$ cat src/rtl/fpu_pkg.sv
// Shared FPU dispatch definitions.
// Holds the 3-bit op tag type used by the dispatcher and the output stage.
// Also holds the opcode constants, the dispatcher FSM state enum and small
// decode helpers.
package fpu_pkg;

    typedef logic [2:0] op_t;

    localparam op_t OP_NOP = 3'b000;
    localparam op_t OP_ADD = 3'b001;
    localparam op_t OP_SUB = 3'b010;
    localparam op_t OP_MUL = 3'b011;
    localparam op_t OP_SIN = 3'b100;

    typedef enum logic {
        ST_IDLE  = 1'b0,
        ST_ISSUE = 1'b1
    } state_t;

    // Execution unit targeted by an opcode; UNIT_NONE covers NOP and illegal codes.
    typedef enum logic [1:0] {
        UNIT_NONE = 2'd0,
        UNIT_ADD  = 2'd1,
        UNIT_MUL  = 2'd2,
        UNIT_SIN  = 2'd3
    } unit_t;

    function automatic unit_t op_unit(input op_t op);
        unit_t u;
        case (op)
            OP_ADD, OP_SUB: u = UNIT_ADD;
            OP_MUL:         u = UNIT_MUL;
            OP_SIN:         u = UNIT_SIN;
            default:        u = UNIT_NONE;
        endcase
        return u;
    endfunction

    // Sign flip turns the adder into a subtractor: a - b == a + (-b).
    function automatic logic [31:0] f32_negate(input logic [31:0] x);
        return {~x[31], x[30:0]};
    endfunction

endpackage

$ cat src/rtl/op_dispatch_tag_fifo.sv
// tag_fifo: in-order FIFO of outstanding op tags.
// Ports: clk, rst (async, active high), push/data write side, pop read side,
//        head (oldest tag, 000 when empty), full, empty, count.
// Push is refused when full and pop is refused when empty, whatever the other
// side does in the same cycle.
module tag_fifo
    import fpu_pkg::*;
#(
    parameter int DEPTH = 4
) (
    input  logic                     clk,
    input  logic                     rst,
    input  logic                     push,
    input  logic                     pop,
    input  op_t                      data,
    output op_t                      head,
    output logic                     full,
    output logic                     empty,
    output logic [$clog2(DEPTH):0]   count
);

    localparam int AW = $clog2(DEPTH);
    localparam int CW = AW + 1;
    localparam logic [CW-1:0] DEPTH_C = CW'(DEPTH);
    localparam logic [CW-1:0] ONE_C   = CW'(1);
    localparam logic [AW-1:0] STEP_C  = AW'(1);

    op_t           mem_r [DEPTH];
    logic [AW-1:0] wr_ptr_r;
    logic [AW-1:0] rd_ptr_r;
    logic [CW-1:0] count_r;
    logic          push_ok_s;
    logic          pop_ok_s;

    assign full      = (count_r == DEPTH_C);
    assign empty     = (count_r == {CW{1'b0}});
    assign count     = count_r;
    assign push_ok_s = push & ~full;
    assign pop_ok_s  = pop & ~empty;

    // Storage, pointers and occupancy; power-of-two depth makes pointer wrap free.
    always_ff @(posedge clk or posedge rst) begin
        if (rst) begin
            for (int i = 0; i < DEPTH; i++) begin
                mem_r[i] <= OP_NOP;
            end
            wr_ptr_r <= {AW{1'b0}};
            rd_ptr_r <= {AW{1'b0}};
            count_r  <= {CW{1'b0}};
        end else begin
            if (push_ok_s) begin
                mem_r[wr_ptr_r] <= data;
                wr_ptr_r        <= wr_ptr_r + STEP_C;
            end
            if (pop_ok_s) begin
                rd_ptr_r <= rd_ptr_r + STEP_C;
            end
            case ({push_ok_s, pop_ok_s})
                2'b10:   count_r <= count_r + ONE_C;
                2'b01:   count_r <= count_r - ONE_C;
                default: count_r <= count_r;
            endcase
        end
    end

    // Head tag, forced to NOP when nothing is outstanding.
    always_comb begin
        head = OP_NOP;
        if (empty) begin
            head = OP_NOP;
        end else begin
            head = mem_r[rd_ptr_r];
        end
    end

endmodule

$ cat src/rtl/op_dispatch.sv
// op_dispatch: accepts one FP operation at a time and launches it on the
// add, mul or sine unit once that unit is idle and the tag FIFO has room.
// It records the op tag in order so the output stage can pick results.
// Ports: clk, rst (async, active high); in_valid/in_ready/in_op/in_a/in_b
//        request side; *_start pulses and registered operands per unit;
//        *_done unit completions; result_done pops the head tag; fifo_out and
//        fifo_empty expose the tag FIFO; illegal_op and underflow_err flag
//        errors.
module op_dispatch
    import fpu_pkg::*;
#(
    parameter int FIFO_DEPTH = 4
) (
    input  logic        clk,
    input  logic        rst,
    input  logic        in_valid,
    input  logic [2:0]  in_op,
    input  logic [31:0] in_a,
    input  logic [31:0] in_b,
    output logic        in_ready,
    output logic        add_start,
    output logic        mul_start,
    output logic        sine_start,
    output logic [31:0] add_a,
    output logic [31:0] add_b,
    output logic [31:0] mul_a,
    output logic [31:0] mul_b,
    output logic [31:0] sine_x,
    input  logic        add_done,
    input  logic        mul_done,
    input  logic        sine_done,
    input  logic        result_done,
    output logic [2:0]  fifo_out,
    output logic        fifo_empty,
    output logic        illegal_op,
    output logic        underflow_err
);

    localparam int CW = $clog2(FIFO_DEPTH) + 1;
    localparam logic [CW-1:0] DEPTH_C = CW'(FIFO_DEPTH);

    state_t        state_r, state_nxt_s;
    op_t           hold_op_r;
    logic [31:0]   hold_a_r, hold_b_r;
    logic          add_busy_r, mul_busy_r, sine_busy_r;
    logic [31:0]   add_a_r, add_b_r, mul_a_r, mul_b_r, sine_x_r;
    logic          illegal_op_r, underflow_err_r;

    logic          handshake_s;
    logic          target_busy_s;
    logic          issue_s;
    logic          add_issue_s, mul_issue_s, sine_issue_s;
    unit_t         hold_unit_s;
    logic          fifo_full_s, fifo_empty_s, fifo_pop_s, fifo_push_s;
    logic          fifo_room_s;
    op_t           fifo_head_s;
    logic [CW-1:0] fifo_count_s;

    assign in_ready    = (state_r == ST_IDLE);
    assign handshake_s = in_valid & in_ready;
    assign hold_unit_s = op_unit(hold_op_r);
    assign fifo_room_s = (fifo_count_s < DEPTH_C);
    assign fifo_push_s = issue_s & ~fifo_full_s;
    assign fifo_pop_s  = result_done & ~fifo_empty_s;

    // Next state and issue decision; busy flags are registered so a done pulse
    // only frees its unit from the following cycle.
    always_comb begin
        state_nxt_s   = state_r;
        target_busy_s = 1'b1;
        issue_s       = 1'b0;
        add_issue_s   = 1'b0;
        mul_issue_s   = 1'b0;
        sine_issue_s  = 1'b0;
        case (state_r)
            ST_IDLE: begin
                if (handshake_s && (op_unit(in_op) != UNIT_NONE)) begin
                    state_nxt_s = ST_ISSUE;
                end else begin
                    state_nxt_s = ST_IDLE;
                end
            end
            ST_ISSUE: begin
                case (hold_unit_s)
                    UNIT_ADD: target_busy_s = add_busy_r;
                    UNIT_MUL: target_busy_s = mul_busy_r;
                    UNIT_SIN: target_busy_s = sine_busy_r;
                    default:  target_busy_s = 1'b1;
                endcase
                if (!target_busy_s && fifo_room_s) begin
                    issue_s      = 1'b1;
                    add_issue_s  = (hold_unit_s == UNIT_ADD);
                    mul_issue_s  = (hold_unit_s == UNIT_MUL);
                    sine_issue_s = (hold_unit_s == UNIT_SIN);
                    state_nxt_s  = ST_IDLE;
                end else begin
                    state_nxt_s  = ST_ISSUE;
                end
            end
            default: state_nxt_s = ST_IDLE;
        endcase
    end

    // FSM state; reset drops any request waiting in ISSUE.
    always_ff @(posedge clk or posedge rst) begin
        if (rst) begin
            state_r <= ST_IDLE;
        end else begin
            state_r <= state_nxt_s;
        end
    end

    // Request holding register, loaded on every accepted handshake.
    always_ff @(posedge clk or posedge rst) begin
        if (rst) begin
            hold_op_r <= OP_NOP;
            hold_a_r  <= 32'h0000_0000;
            hold_b_r  <= 32'h0000_0000;
        end else if (handshake_s) begin
            hold_op_r <= in_op;
            hold_a_r  <= in_a;
            hold_b_r  <= in_b;
        end
    end

    // Unit busy flags: issue sets, done clears, set wins on a tie.
    always_ff @(posedge clk or posedge rst) begin
        if (rst) begin
            add_busy_r  <= 1'b0;
            mul_busy_r  <= 1'b0;
            sine_busy_r <= 1'b0;
        end else begin
            add_busy_r  <= add_issue_s  | (add_busy_r  & ~add_done);
            mul_busy_r  <= mul_issue_s  | (mul_busy_r  & ~mul_done);
            sine_busy_r <= sine_issue_s | (sine_busy_r & ~sine_done);
        end
    end

    // Unit operand registers; each holds until the next issue to its unit.
    always_ff @(posedge clk or posedge rst) begin
        if (rst) begin
            add_a_r  <= 32'h0000_0000;
            add_b_r  <= 32'h0000_0000;
            mul_a_r  <= 32'h0000_0000;
            mul_b_r  <= 32'h0000_0000;
            sine_x_r <= 32'h0000_0000;
        end else begin
            if (add_issue_s) begin
                add_a_r <= hold_a_r;
                add_b_r <= (hold_op_r == OP_SUB) ? f32_negate(hold_b_r) : hold_b_r;
            end
            if (mul_issue_s) begin
                mul_a_r <= hold_a_r;
                mul_b_r <= hold_b_r;
            end
            if (sine_issue_s) begin
                sine_x_r <= hold_a_r;
            end
        end
    end

    // Error pulses, one cycle after the offending event.
    always_ff @(posedge clk or posedge rst) begin
        if (rst) begin
            illegal_op_r    <= 1'b0;
            underflow_err_r <= 1'b0;
        end else begin
            illegal_op_r    <= handshake_s & (op_unit(in_op) == UNIT_NONE) & (in_op != OP_NOP);
            underflow_err_r <= result_done & fifo_empty_s;
        end
    end

    tag_fifo #(
        .DEPTH (FIFO_DEPTH)
    ) u_tag_fifo (
        .clk   (clk),
        .rst   (rst),
        .push  (fifo_push_s),
        .pop   (fifo_pop_s),
        .data  (hold_op_r),
        .head  (fifo_head_s),
        .full  (fifo_full_s),
        .empty (fifo_empty_s),
        .count (fifo_count_s)
    );

    assign add_start     = add_issue_s;
    assign mul_start     = mul_issue_s;
    assign sine_start    = sine_issue_s;
    assign add_a         = add_a_r;
    assign add_b         = add_b_r;
    assign mul_a         = mul_a_r;
    assign mul_b         = mul_b_r;
    assign sine_x        = sine_x_r;
    assign fifo_out      = fifo_head_s;
    assign fifo_empty    = fifo_empty_s;
    assign illegal_op    = illegal_op_r;
    assign underflow_err = underflow_err_r;

endmodule

$ cat config.mk
export PLATFORM = sky130hd
export DESIGN_NAME = op_dispatch
export DESIGN_NICKNAME = d
export VERILOG_FILES = /design/src/rtl/fpu_pkg.sv /design/src/rtl/op_dispatch_tag_fifo.sv /design/src/rtl/op_dispatch.sv
export SDC_FILE = /design/constraint.sdc
export NUM_CORES = 1
export LEC_CHECK = 0
export BUFFER_PORTS_ARGS = -buffer_cell sky130_fd_sc_hd__buf_2
export CORE_ASPECT_RATIO = 0.5
export CORE_MARGIN = 2
export CORE_UTILIZATION = 35
export CTS_CLUSTER_DIAMETER = 50
export CTS_CLUSTER_SIZE = 14
export DETAILED_ROUTE_END_ITERATION = 8
export SYNTH_ARGS = -nofsm -noshare
export SYNTH_HDL_FRONTEND = slang
export SYNTH_SLANG_ARGS = --single-unit
export TNS_END_PERCENT = 1
$ cat constraint.sdc
create_clock -name clk -period 7.22 [get_ports clk]
set_clock_uncertainty 0.15 [all_clocks]
set_input_delay 0.361 -clock clk [delete_from_list [all_inputs] [get_ports clk]]
set_output_delay 0.361 -clock clk [all_outputs]
set_load 0.03 [all_outputs]
* Word level (Yosys, flattened, before mapping)
Index checks and enable logic that the tools add are counted. W data, S select, Z words.
Word-level totals: register bits 252, bits in latches 0, RAM bits 0, bits in read-only memories 0, output and inout bits 170, logic and storage cells 102, memories 0
Operators by class: add/sub/neg operators 4, multiply operators 0, div/mod/pow operators 0, order comparisons 4, equality and inequality tests 14, shift operators 0, mux-type cells 25, bitwise operators 23, reduce and logical (&&, ||, !) cells 11
Operator list (number):
- $mux W32 | 1
- $bwmux W12 | 1
- $eq A3 B2 Y1 const B | 4
- $mux W3 | 4
- $pmux W2 S3 | 2
- $and A1 B1 Y1 | 11
- $mux W1 | 11
- $eq A3 B3 Y1 const B | 3
- $not A1 Y1 | 7
- $bmux W3 S2 | 1
- $demux W3 S2 | 1
- $eq A2 B2 Y1 const B | 3
- $eq A3 B1 Y1 const B | 2
- $ge A3 B3 Y1 const B | 2
- $not A2 Y3 | 2
- $pmux W3 S2 | 1
- $add A2 B1 Y2 const B | 2
- $eq A2 B1 Y1 const B | 2
- $reduce_bool A2 Y1 | 2
- $reduce_or A2 Y1 | 2
- $add A3 B1 Y3 const B | 1
- $logic_and A1 B1 Y1 | 3
- $logic_not A3 Y1 | 1
- $lt A3 B1 Y1 const B | 1
- 9 further kinds | 11

* Depth between registers and ports, before layout
Gate-level depths: netlist of the first run.
depth after elaboration 14, mapped depth 10, depth with buffers taken out 9

* By module
From an unflattened synthesis of the first run, not the netlist that was laid out.
Second synthesis, totals: cell total of the unflattened synthesis 596, area total of the unflattened synthesis 9875.7 um^2
Modules (own cells, without submodules):
- op_dispatch | instances 1, cells each 524, area an instance 8911.0 um^2, sequential area each 5830.6 um^2
- tag_fifo | instances 1, cells each 72, area an instance 964.7 um^2, sequential area each 475.5 um^2

* Least setup slack after synthesis of the first run
Ideal clock, no wire load.
path type flip-flop to flip-flop, from register u_tag_fifo.count_r[0] (netlist: u_tag_fifo.count[0]), to register u_tag_fifo.count_r[2] (netlist: u_tag_fifo.count[2]), library setup time 0.125 ns, data arrival time 2.329 ns, data required time 6.945 ns, setup slack 4.616 ns, cell stages (with the launch flop) 9, buffers on the path 0, cell sequence dfrtp_1 > nor3_1 > nor2b_1 > ha_1 > inv_1 > fa_1 > xor2_1 > nor2_1 > xor2_1
Between the ends: elaborated cells on any way between the ends 18, those cells by class 2 x add/sub; 1 x order compare; 3 x eq/ne; 3 x mux; 6 x bitwise; 3 x reduce/logical
RTL lines:
- start, declared | line op_dispatch_tag_fifo.sv:31 | logic [CW-1:0] count_r;
- start signal, assigned | line op_dispatch_tag_fifo.sv:49 | count_r <= {CW{1'b0}};
- start signal, assigned | line op_dispatch_tag_fifo.sv:59 | 2'b10: count_r <= count_r + ONE_C;
- start signal, assigned | line op_dispatch_tag_fifo.sv:60 | 2'b01: count_r <= count_r - ONE_C;
- $logic_not A3 Y1 (*) | line op_dispatch_tag_fifo.sv:36 | assign empty = (count_r == {CW{1'b0}});
- net fifo_empty | line op_dispatch.sv:34 | output logic fifo_empty,
- $not A1 Y1 (*) | line op_dispatch_tag_fifo.sv:39, op_dispatch.sv:64
- $and A1 B1 Y1 | line op_dispatch.sv:64 | assign fifo_pop_s = result_done & ~fifo_empty_s;
- $and A1 B1 Y1 (*) | line op_dispatch_tag_fifo.sv:39 | assign pop_ok_s = pop & ~empty;
- net u_tag_fifo.pop_ok_s | line op_dispatch_tag_fifo.sv:33 | logic pop_ok_s;
- $eq A2 B1 Y1 or $eq A2 B2 Y1 (tied branches) | line op_dispatch_tag_fifo.sv:58 | case ({push_ok_s, pop_ok_s})
- $pmux W3 S2 or $reduce_bool A2 Y1 (tied branches)
The timed path passes the listed nets; every way through them passes the cells marked *. A chain may end at the register's enable or synchronous reset.

* Final worst setup path of the first run
from register state_r, to output add_start
Between the ends: word-level cells in the longest chain between the ends 1
RTL lines:
- start, declared | line op_dispatch.sv:42 | state_t state_r, state_nxt_s;
- start signal, assigned | line op_dispatch.sv:109 | state_r <= state_nxt_s;
- $mux W1 | line op_dispatch.sv:75 | case (state_r)
- end, declared | line op_dispatch.sv:21 | output logic add_start,
Every way passes these cells.

==> reports/metrics.json, run 1 <==
{
  "floorplan": {
    "ios": 244,
    "core_ar_um2": 27500,
    "die-height_um": 122,
    "start_util_pct": 35.5,
    "die-width_um": 240,
    "fp.dieArea_um2": 29300,
    "number_of_core_rows": 43
  },
  "drt": {
    "dr.first_iter.drc_count": 252,
    "totalWireLength_mm": 23.3,
    "detailroute.via_count": 5930,
    "ant_nets": 0,
    "drc": 0,
    "detail_route.wl_per_cell_um": 18.0,
    "drt_pre_antenna_iters": 4,
    "avgViaCountPerCell": 4.57
  },
  "cts": {
    "numCtsBuffers": 23,
    "clock-root-buffer": "clkbuf_16",
    "cts_hold_buf": 74,
    "clock_latency_ps": 530,
    "postCtsSetupBuffers": 0,
    "clkSlewWorstSetupHoldPaths_ps": 70,
    "cts.path.max_buffers": 3,
    "tritoncts": "yes",
    "level_count_of_the_clock_h_tree": 1,
    "cts_repair_resize_count": 0,
    "tritoncts_num_sinks": 252
  },
  "timing": {
    "setup-tns-final_ps": 0,
    "setup_ws_ps": 4210,
    "final.min_clock_period_ps": 3010,
    "clock.fmax_mhz": 333,
    "timing.final.max_slew_violations": 0,
    "hold_viol_final": 0,
    "post-route-period-util_pct": 41.6,
    "worst-slew-pin-transition_ps": 1060,
    "timing.max_slew.rel_slack_pct": 28.9,
    "rsz0062_at_grt": "false",
    "setup_viol": 0
  },
  "synth": {
    "synth_compound_gate_area_share_pct": 0.910,
    "netlist.top_cell.by_area": "dfrtp_1",
    "synth_cells": 587,
    "ys_seq_elements": 252,
    "asyncSetResetFlopFracSynth_pct": 100,
    "synth_fp_nets": 667,
    "synth_commonest_cells": "dfrtp_1 (252), mux2_2 (204), mux2_4 (20)",
    "dominant_combinational_cell_family_by_area_after_synthesis": "multiplexers",
    "dominantRegCellSynth": "dfrtp_1",
    "synth_fa_ha_area_share_pct": 0.846,
    "yosys.cell_count.top_type": "dfrtp_1",
    "synthXorXnorAreaFrac_pct": 0.807,
    "synth_mux_area_share_pct": 29.0,
    "synth_simple_gate_area_share_pct": 1.58,
    "synth.distinct_cells": 33,
    "synth_seq_area_share_pct": 64.6,
    "yosysWarnings": 0,
    "post_synth_instance_area_um2": 9770,
    "syn_area_per_cell_um2": 16.6,
    "post_synth_edffs": 0,
    "biggest_area_contributors_in_the_synthesized_netlist": "dfrtp_1 (65%), mux2_2 (24%), mux2_4 (3.1%)",
    "synth_top_area_share_pct": 64.6
  },
  "place": {
    "port-buffer-count": 243,
    "dp.final_hpwl_mm": 15.4,
    "dp_slack_ps": 4500,
    "gpl.final_weighted_congestion": 0.747
  },
  "critical_path": {
    "critical-path-slowest-cell": "nor2b_1",
    "crit_fanout": 33,
    "ff2ff_setup_slack_ps": 4630,
    "worst-setup-path-type": "register to primary output",
    "timing.rr.end": "hold_b_r[20]",
    "cp.buffers_inverters": 3,
    "worst_setup_path_end_kind": "primary output",
    "worst-endpoint-arrival_ps": 2490,
    "timing.rr.start": "state_r",
    "critical_path_required_ps": 6710,
    "critical-path-max-stage-delay_ps": 610,
    "sort_of_element_at_the_start_of_the_critical_path": "register",
    "rr_worst_depth": 3,
    "critical_path_cell_list": "nor2b_1 -> nand4_1 -> buf_4 -> inv_1 -> buf_2",
    "path_delay_family": "simple AND/OR/NAND/NOR gates"
  },
  "pwr": {
    "ratio_of_total_power_to_cell_area_nw_per_um2": 520,
    "power.leakage_nw": 6.13,
    "ir_drop_uv": 205,
    "report.power.total_mw": 6.65
  },
  "global_routing": {
    "antenna_found_initial": 0,
    "number_of_global_route_vias_before_repair": 6342,
    "wire_length_of_the_first_global_routing_pass_mm": 36.3,
    "grt_max_degree": 65,
    "globalRoute.totalOverflow": 0,
    "grt_usage_pct": 15.9
  },
  "final_layout": {
    "num-nets-final": 990,
    "layout_cells_sized_above_1_pct": 56.3,
    "syn2layout_area_growth_pct": 31.0,
    "diodes": 0
  },
  "job": {
    "cap_viol_max_count": 0
  },
  "outcome": {
    "result_of_the_run": "complete, no violations"
  },
  "min_path": {
    "min-delay-path-class": "input port to async pin"
  }
}
-- logic make-up (layout without fill, tap and decap cells) --
kind of cell,count (synthesis),in the layout
compound gates,12,12
xor+xnor,9,9
fa+ha+maj,6,6
buf+inv,42,370
flops,252,252
mux,242,242
simple gates,24,24
-- area by class of cell --
class | instances | area [µm²]
Multi-Input combinational cell | 293 | 3240
Inverter | 14 | 56.3
Clock inverter | 5 | 92.6
Timing Repair Buffer | 326 | 2020
Tap cell | 382 | 478
Fill cell | 2490 | 14800
Sequential cell | 252 | 6310
Clock buffer | 25 | 593
-- worst register-to-register path, stage by stage, from the launching register on --
cell and delay, ps:
dfrtp_1 410, nor2b_4 840, buf_4 640, mux2_2 430
-- report_power, final --
part	switching [mW]	internal (mW)	leakage, nW	total [mW]
clock	0.528	0.657	0.332	1.19
combinational	1.71	1.18	2.76	2.89
sequential	0.457	2.12	3.04	2.58
total	2.69	3.96	6.13	6.65
-- worst max-delay path by stage --
stage	from	endpoint	slack [ps]	cells past startpoint
finish	state_r	add_start	4210	5
CTS	hold_op_r[0]	sine_start	4170	4
global placement	in_valid	hold_b_r[25]	4530	4
detailed placement	in_valid	hold_b_r[20]	4500	4
floorplan	rst	add_a[0]	3390	1
global route	hold_op_r[0]	sine_start	4040	4
-- routing by layer --
layer / track usage (%) / routed length (µm) / up-vias
met5: 0 / 0 / -
met2: 27.7 / 12000 / 100
met3: 3.42 / 794 / 28
met4: 3.92 / 509 / 0
li1: - / - / 2693
met1: 20.4 / 10100 / 3109
-- cells in the final DEF (no fill, tap or decap), types with 7 or more instances in the layout --
master	instances
clkbuf_16	23
inv_1	12
nor2b_1	7
mux2_4	20
dfrtp_1	252
buf_2	243
buf_4	9
mux2_1	14
dlygate4sd3_1	74
mux2_2	204
-- stage by stage --
step                instances  cell area, µm²  hold WS [ps]  utilization, %
global route             1297           12800           359            46.4
global placement         1193           11400           316            41.3
CTS                      1297           12800           311            46.4
floorplan                 587            9770           307               -
detailed placement       1193           11400           324            41.3
finish                   1297           12800           329            46.4
-- registers in the layout (all words and copies together) (netlist names) --
signal / flops
underflow_err: 1
state_r: 1
illegal_op: 1
add_b: 32
u_tag_fifo.wr_ptr_r: 2
hold_a_r: 32
u_tag_fifo.rd_ptr_r: 2
hold_op_r: 3
add_a: 32
u_tag_fifo.count: 3
mul_a: 32
sine_busy_r: 1
u_tag_fifo.mem_r: 12
hold_b_r: 32
sine_x: 32
add_busy_r: 1
mul_b: 32
mul_busy_r: 1
Power figures use the tool's default switching activity.
==> run 2: changes to the inputs <==
- clock period: 7.22 -> 3.05 ns (I/O delays scaled with it)
==> run 2 against run 1 <==
Compared with the run above: cell area rose by 0.52%; cell count grew 0.23%; worst setup slack worse by 4000 ps; sequential power is 130% higher; highest routed layer unchanged.
==> reports/metrics.json, run 2 (synthesized netlist as in run 1, its figures left out) <==
{
  "critical_path": {
    "crit_fanout": 60,
    "timing.rr.start": "hold_op_r[1]",
    "sort_of_element_at_the_start_of_the_critical_path": "register",
    "rr_worst_depth": 9,
    "critical_path_required_ps": 2750,
    "worst_setup_startpoint": "hold_op_r[1]",
    "worst-endpoint-arrival_ps": 2500,
    "worst_setup_path_end_kind": "primary output",
    "worst-setup-path-type": "register to primary output"
  },
  "cts": {
    "tritoncts_num_sinks": 252,
    "numCtsBuffers": 24,
    "level_count_of_the_clock_h_tree": 1,
    "tritoncts": "yes",
    "clkSlewWorstSetupHoldPaths_ps": 70,
    "cts.path.max_buffers": 3,
    "clock-root-buffer": "clkbuf_16",
    "clock_latency_ps": 520,
    "postCtsSetupBuffers": 0
  },
  "timing": {
    "whs_ps": 69.4,
    "setup-tns-final_ps": 0,
    "worst-slew-pin-transition_ps": 969,
    "post-route-period-util_pct": 91.8,
    "rsz0062_at_grt": "false",
    "setup_ws_ps": 249,
    "setup_viol": 0,
    "clock.fmax_mhz": 357,
    "hold_viol_final": 0,
    "timing.final.max_slew_violations": 0,
    "final.min_clock_period_ps": 2800,
    "timing.max_slew.rel_slack_pct": 35.4
  },
  "final_layout": {
    "diodes": 0,
    "finalCoreUtilization_pct": 46.7,
    "sequential_standard_cell_area_um2": 6310,
    "n_fill_cell": 2454,
    "syn2layout_area_growth_pct": 31.7,
    "layout_cells_sized_above_1_pct": 56.6,
    "leading_cell_type_in_the_layout_fill_and_taps_excluded": "dfrtp_1",
    "multiInputGateArea_um2": 3250,
    "most_frequent_cells_in_the_layout": "dfrtp_1 (252), buf_2 (243), mux2_2 (204)",
    "num-nets-final": 992
  },
  "floorplan": {
    "fp.dieArea_um2": 29300,
    "start_util_pct": 35.5,
    "number_of_core_rows": 43,
    "ios": 244,
    "die-height_um": 122,
    "die-width_um": 240,
    "core_ar_um2": 27500
  },
  "global_routing": {
    "grt_use_met3_pct": 2.83,
    "grt_max_degree": 92,
    "globalRoute.totalOverflow": 0,
    "groute.layer.met2.usage_pct": 26.6,
    "grt.busiest_layer": "met2",
    "grt.met1_usage_pct": 19.7,
    "wire_length_of_the_first_global_routing_pass_mm": 35.6,
    "grt_usage_pct": 15.4,
    "antenna_found_initial": 0,
    "number_of_global_route_vias_before_repair": 6494
  },
  "drt": {
    "drc": 0,
    "dr.first_iter.drc_count": 144,
    "detailroute.via_count": 5920,
    "drt_pre_antenna_iters": 4,
    "ant_nets": 0,
    "detail_route.wl_per_cell_um": 17.5,
    "avgViaCountPerCell": 4.55,
    "totalWireLength_mm": 22.7
  },
  "pwr": {
    "power.internal_mw": 9.37,
    "report.power.total_mw": 15.7,
    "seq_power_share_pct": 38.6,
    "power.leakage_nw": 6.16,
    "switching_part_of_the_total_power_pct": 40.4,
    "share_clk_of_total_power_pct": 17.8,
    "power.combinational.fraction_pct": 43.6,
    "ratio_of_total_power_to_cell_area_nw_per_um2": 1220,
    "power_switching_mw": 6.36,
    "ir_drop_uv": 577
  },
  "job": {
    "cap_viol_max_count": 0
  },
  "outcome": {
    "result_of_the_run": "complete, no violations"
  },
  "place": {
    "port-buffer-count": 243,
    "dp.final_hpwl_mm": 15.0,
    "dp_slack_ps": 498,
    "gpl.final_weighted_congestion": 0.781
  },
  "min_path": {
    "min-delay-path-class": "input port to async pin"
  }
}
run 2: path summary, 6_finish.rpt:
kind	endpoint	slack, ps
max	mul_start	250
min	mul_a[12]	70
max reg2reg	u_tag_fifo.count[2]	480
min reg2reg	add_b[31]	330
max in group asynchronous	mul_b[25]	1830
min in group clk	mul_busy_r	230
run 2: final cells by class:
type	instances	area share (%)
Sequential cell	252	49.0
Multi-Input combinational cell	293	25.2
Timing Repair Buffer	327	16.1
Clock buffer	27	5.08
Tap cell	382	3.72
Inverter	14	0.438
Clock inverter	5	0.399
run 2: power groups by stage:
stage	clock (mW)	combinational, mW	sequential (mW)
after floorplan	0	2.92	8.02
after global placement	0	6.78	6.03
after detailed placement	0	6.87	6.13
after CTS	2.90	6.96	6.08
after global routing	3.05	7.30	6.32
final	2.80	6.86	6.06
run 2: stage by stage:
step / area, µm² / std cells
6_report: 12900 / 1300
5_1_grt: 12900 / 1300
4_1_cts: 12900 / 1300
3_5_place_dp: 11400 / 1194
3_3_place_gp: 11400 / 1194
2_1_floorplan: 9770 / 587
run 2: worst max-delay path: stages, from the launching register on:
cell and delay, ps:
dfrtp_1 500, nor2b_1 220, nand4_1 170, buf_4 780, inv_1 80, buf_2 210
run 2: timing repair:
item,in CTS,in global routing
setup endpoints to repair,0,1
hold buffers,74,0
resized for setup,0,1
hold endpoints to repair,293,0
run 2: routing by layer:
layer | vias to the layer above | share of wire [%] | routed length [µm]
met5 | - | 0 | 0
met3 | 47 | 2.8 | 626
met4 | 0 | 3.3 | 760
met2 | 86 | 51 | 11600
met1 | 3089 | 43 | 9730
li1 | 2698 | - | -
==> run 3: changes to the inputs <==
- CTS_CLUSTER_DIAMETER: 50 -> default
- RECOVER_POWER: default -> 25
==> run 3 against run 2 <==
Compared with the run above: the flow now finishes with violations (max-capacitance violations, max-slew violations); sequential power about the same; hold slack gained 50 ps; cell area grew 0.45%; critical path depth did not move; sequential cell count unchanged; power increased by 1.7%; sequential share of layout area is 0.22 points lower; via count up 1.2%; register-to-register slack hardly changed; combinational power hardly changed; highest routed layer unchanged.
==> reports/metrics.json, run 3 (synthesized netlist as in run 1, its figures left out) <==
{
  "outcome": {
    "result_of_the_run": "finished, violations left",
    "violations": "max-capacitance violations, max-slew violations"
  },
  "final_layout": {
    "leading_cell_type_in_the_layout_fill_and_taps_excluded": "dfrtp_1",
    "most_frequent_cells_in_the_layout": "dfrtp_1 (252), buf_2 (243), mux2_2 (204)",
    "diodes": 0,
    "final_design_area_no_fill_um2": 12900,
    "syn2layout_area_growth_pct": 32.3,
    "layout_cells_sized_above_1_pct": 56.4,
    "sequential_standard_cell_area_um2": 6310,
    "instances_no_fill": 1310,
    "num-nets-final": 994,
    "multiInputGateArea_um2": 3250,
    "finalCoreUtilization_pct": 46.9,
    "n_fill_cell": 2448
  },
  "floorplan": {
    "number_of_core_rows": 43,
    "die-height_um": 122,
    "die-width_um": 240,
    "start_util_pct": 35.5,
    "core_ar_um2": 27500,
    "fp.dieArea_um2": 29300,
    "ios": 244
  },
  "cts": {
    "tritoncts_num_sinks": 252,
    "clkSlewWorstSetupHoldPaths_ps": 60,
    "tritoncts": "yes",
    "clock_latency_ps": 530,
    "cts.path.max_buffers": 3,
    "clock-root-buffer": "clkbuf_16",
    "level_count_of_the_clock_h_tree": 1,
    "numCtsBuffers": 26
  },
  "pwr": {
    "ir_drop_uv": 522,
    "power.leakage_nw": 6.19,
    "ratio_of_total_power_to_cell_area_nw_per_um2": 1240
  },
  "critical_path": {
    "worst-setup-path-type": "register to primary output",
    "sort_of_element_at_the_start_of_the_critical_path": "register",
    "worst_setup_path_end_kind": "primary output",
    "critical-path-slowest-cell": "buf_4",
    "critical_path_required_ps": 2750,
    "crit_fanout": 60,
    "critical_path_cell_list": "nor2b_1 -> nand4_1 -> buf_4 -> inv_1 -> buf_2",
    "worst-endpoint-arrival_ps": 2520,
    "critical-path-max-stage-delay_ps": 780
  },
  "drt": {
    "detail_route.wl_per_cell_um": 17.4,
    "drc": 0,
    "wl_met2_mm": 11.6,
    "top_layer": "met4",
    "dr.first_iter.drc_count": 178,
    "avgViaCountPerCell": 4.57,
    "detailroute.via_count": 5993,
    "m1WireLength_mm": 9.83,
    "totalWireLength_mm": 22.8,
    "ant_nets": 0,
    "met3_length_um": 703,
    "drt_pre_antenna_iters": 4
  },
  "global_routing": {
    "grt_max_degree": 92,
    "wire_length_of_the_first_global_routing_pass_mm": 35.5,
    "antenna_found_initial": 0,
    "number_of_global_route_vias_before_repair": 6483,
    "globalRoute.totalOverflow": 0,
    "grt_usage_pct": 15.4
  },
  "timing": {
    "worst-slew-pin-transition_ps": 1580,
    "rsz0062_at_grt": "false",
    "post-route-period-util_pct": 92.6,
    "timing.final.max_slew_violations": 70,
    "final.min_clock_period_ps": 2820,
    "hold_viol_final": 0,
    "clock.fmax_mhz": 354,
    "setup_viol": 0,
    "whs_ps": 120,
    "timing.max_slew.rel_slack_pct": -5.06,
    "setup_ws_ps": 225
  },
  "place": {
    "dp.final_hpwl_mm": 15.0,
    "dp_slack_ps": 498,
    "place.detailed.instances": 1194,
    "dpl_cell_area_um2": 11400,
    "port-buffer-count": 243,
    "gpl.final_weighted_congestion": 0.781
  },
  "job": {
    "cap_viol_max_count": 1
  },
  "min_path": {
    "min-delay-path-class": "input port to async pin"
  }
}
run 3: changes by cell type in the layout (fill, tap and decap cells not counted):
cell | previous run | this run
clkinv_8 | 1 | 0
clkbuf_16 | 25 | 27
clkinv_2 | 0 | 2
bufinv_16 | 0 | 1
clkbuf_4 | 0 | 2
clkinvlp_2 | 0 | 1
buf_12 | 3 | 0
clkbuf_1 | 0 | 7
inv_6 | 1 | 0
buf_4 | 7 | 6
clkbuf_8 | 2 | 3
run 3: worst max-delay path, delay by kind of cell (launching register included):
kind | cells | cell delay, ps
buffers and inverters | 3 | 1070
DFF | 1 | 500
and+or+nand+nor | 2 | 390
run 3: power by group:
part	total [mW]	internal, mW	switching, mW
clock network	3.08	1.77	1.31
logic	6.85	2.80	4.05
registers	6.06	5.03	1.03
run 3: metal layers:
layer | GRT usage, % | vias to the layer above
met2 | 26.4 | 94
met5 | 0 | -
li1 | - | 2715
met1 | 19.7 | 3140
met4 | 5.24 | 0
met3 | 3.08 | 44
run 3: final cells by class:
| type | count | share of cell area [%] |
|---|---|---|
| clock buffers | 35 | 5.69 |
| clock inverters | 7 | 0.571 |
| inverters | 14 | 0.416 |
| multi-input cells | 293 | 25.1 |
| flip-flops and latches | 252 | 48.8 |
| well taps | 382 | 3.70 |
| repair buffers | 327 | 15.7 |
run 3: repair_timing:
item / in CTS / in global routing
hold endpoints to repair: 317 / 0
setup buffers: 0 / 0
hold buffers: 74 / 0
setup endpoints to repair: 0 / 1
resized for setup: 0 / 1
run 3: final timing paths:
| check | endpoint | startpoint | depth (start not counted) | slack (ps) |
|---|---|---|---|---|
| min in group clk | mul_busy_r | mul_done | 3 | 200 |
| hold reg to reg | add_b[31] | add_b[31] | 2 | 330 |
| hold / removal | mul_a[14] | rst | 3 | 120 |
| setup reg to reg | u_tag_fifo.count[2] | hold_op_r[1] | 9 | 470 |
| max in group asynchronous | hold_a_r[21] | rst | 4 | 660 |
| setup / recovery | mul_start | hold_op_r[1] | 5 | 230 |
run 3: through the flow:
stage | power, mW | setup TNS [ps]
2_1_floorplan | 10.9 | -143180
3_3_place_gp | 12.8 | 0
3_5_place_dp | 13.0 | 0
4_1_cts | 16.2 | 0
5_1_grt | 16.9 | 0
6_report | 16.0 | 0
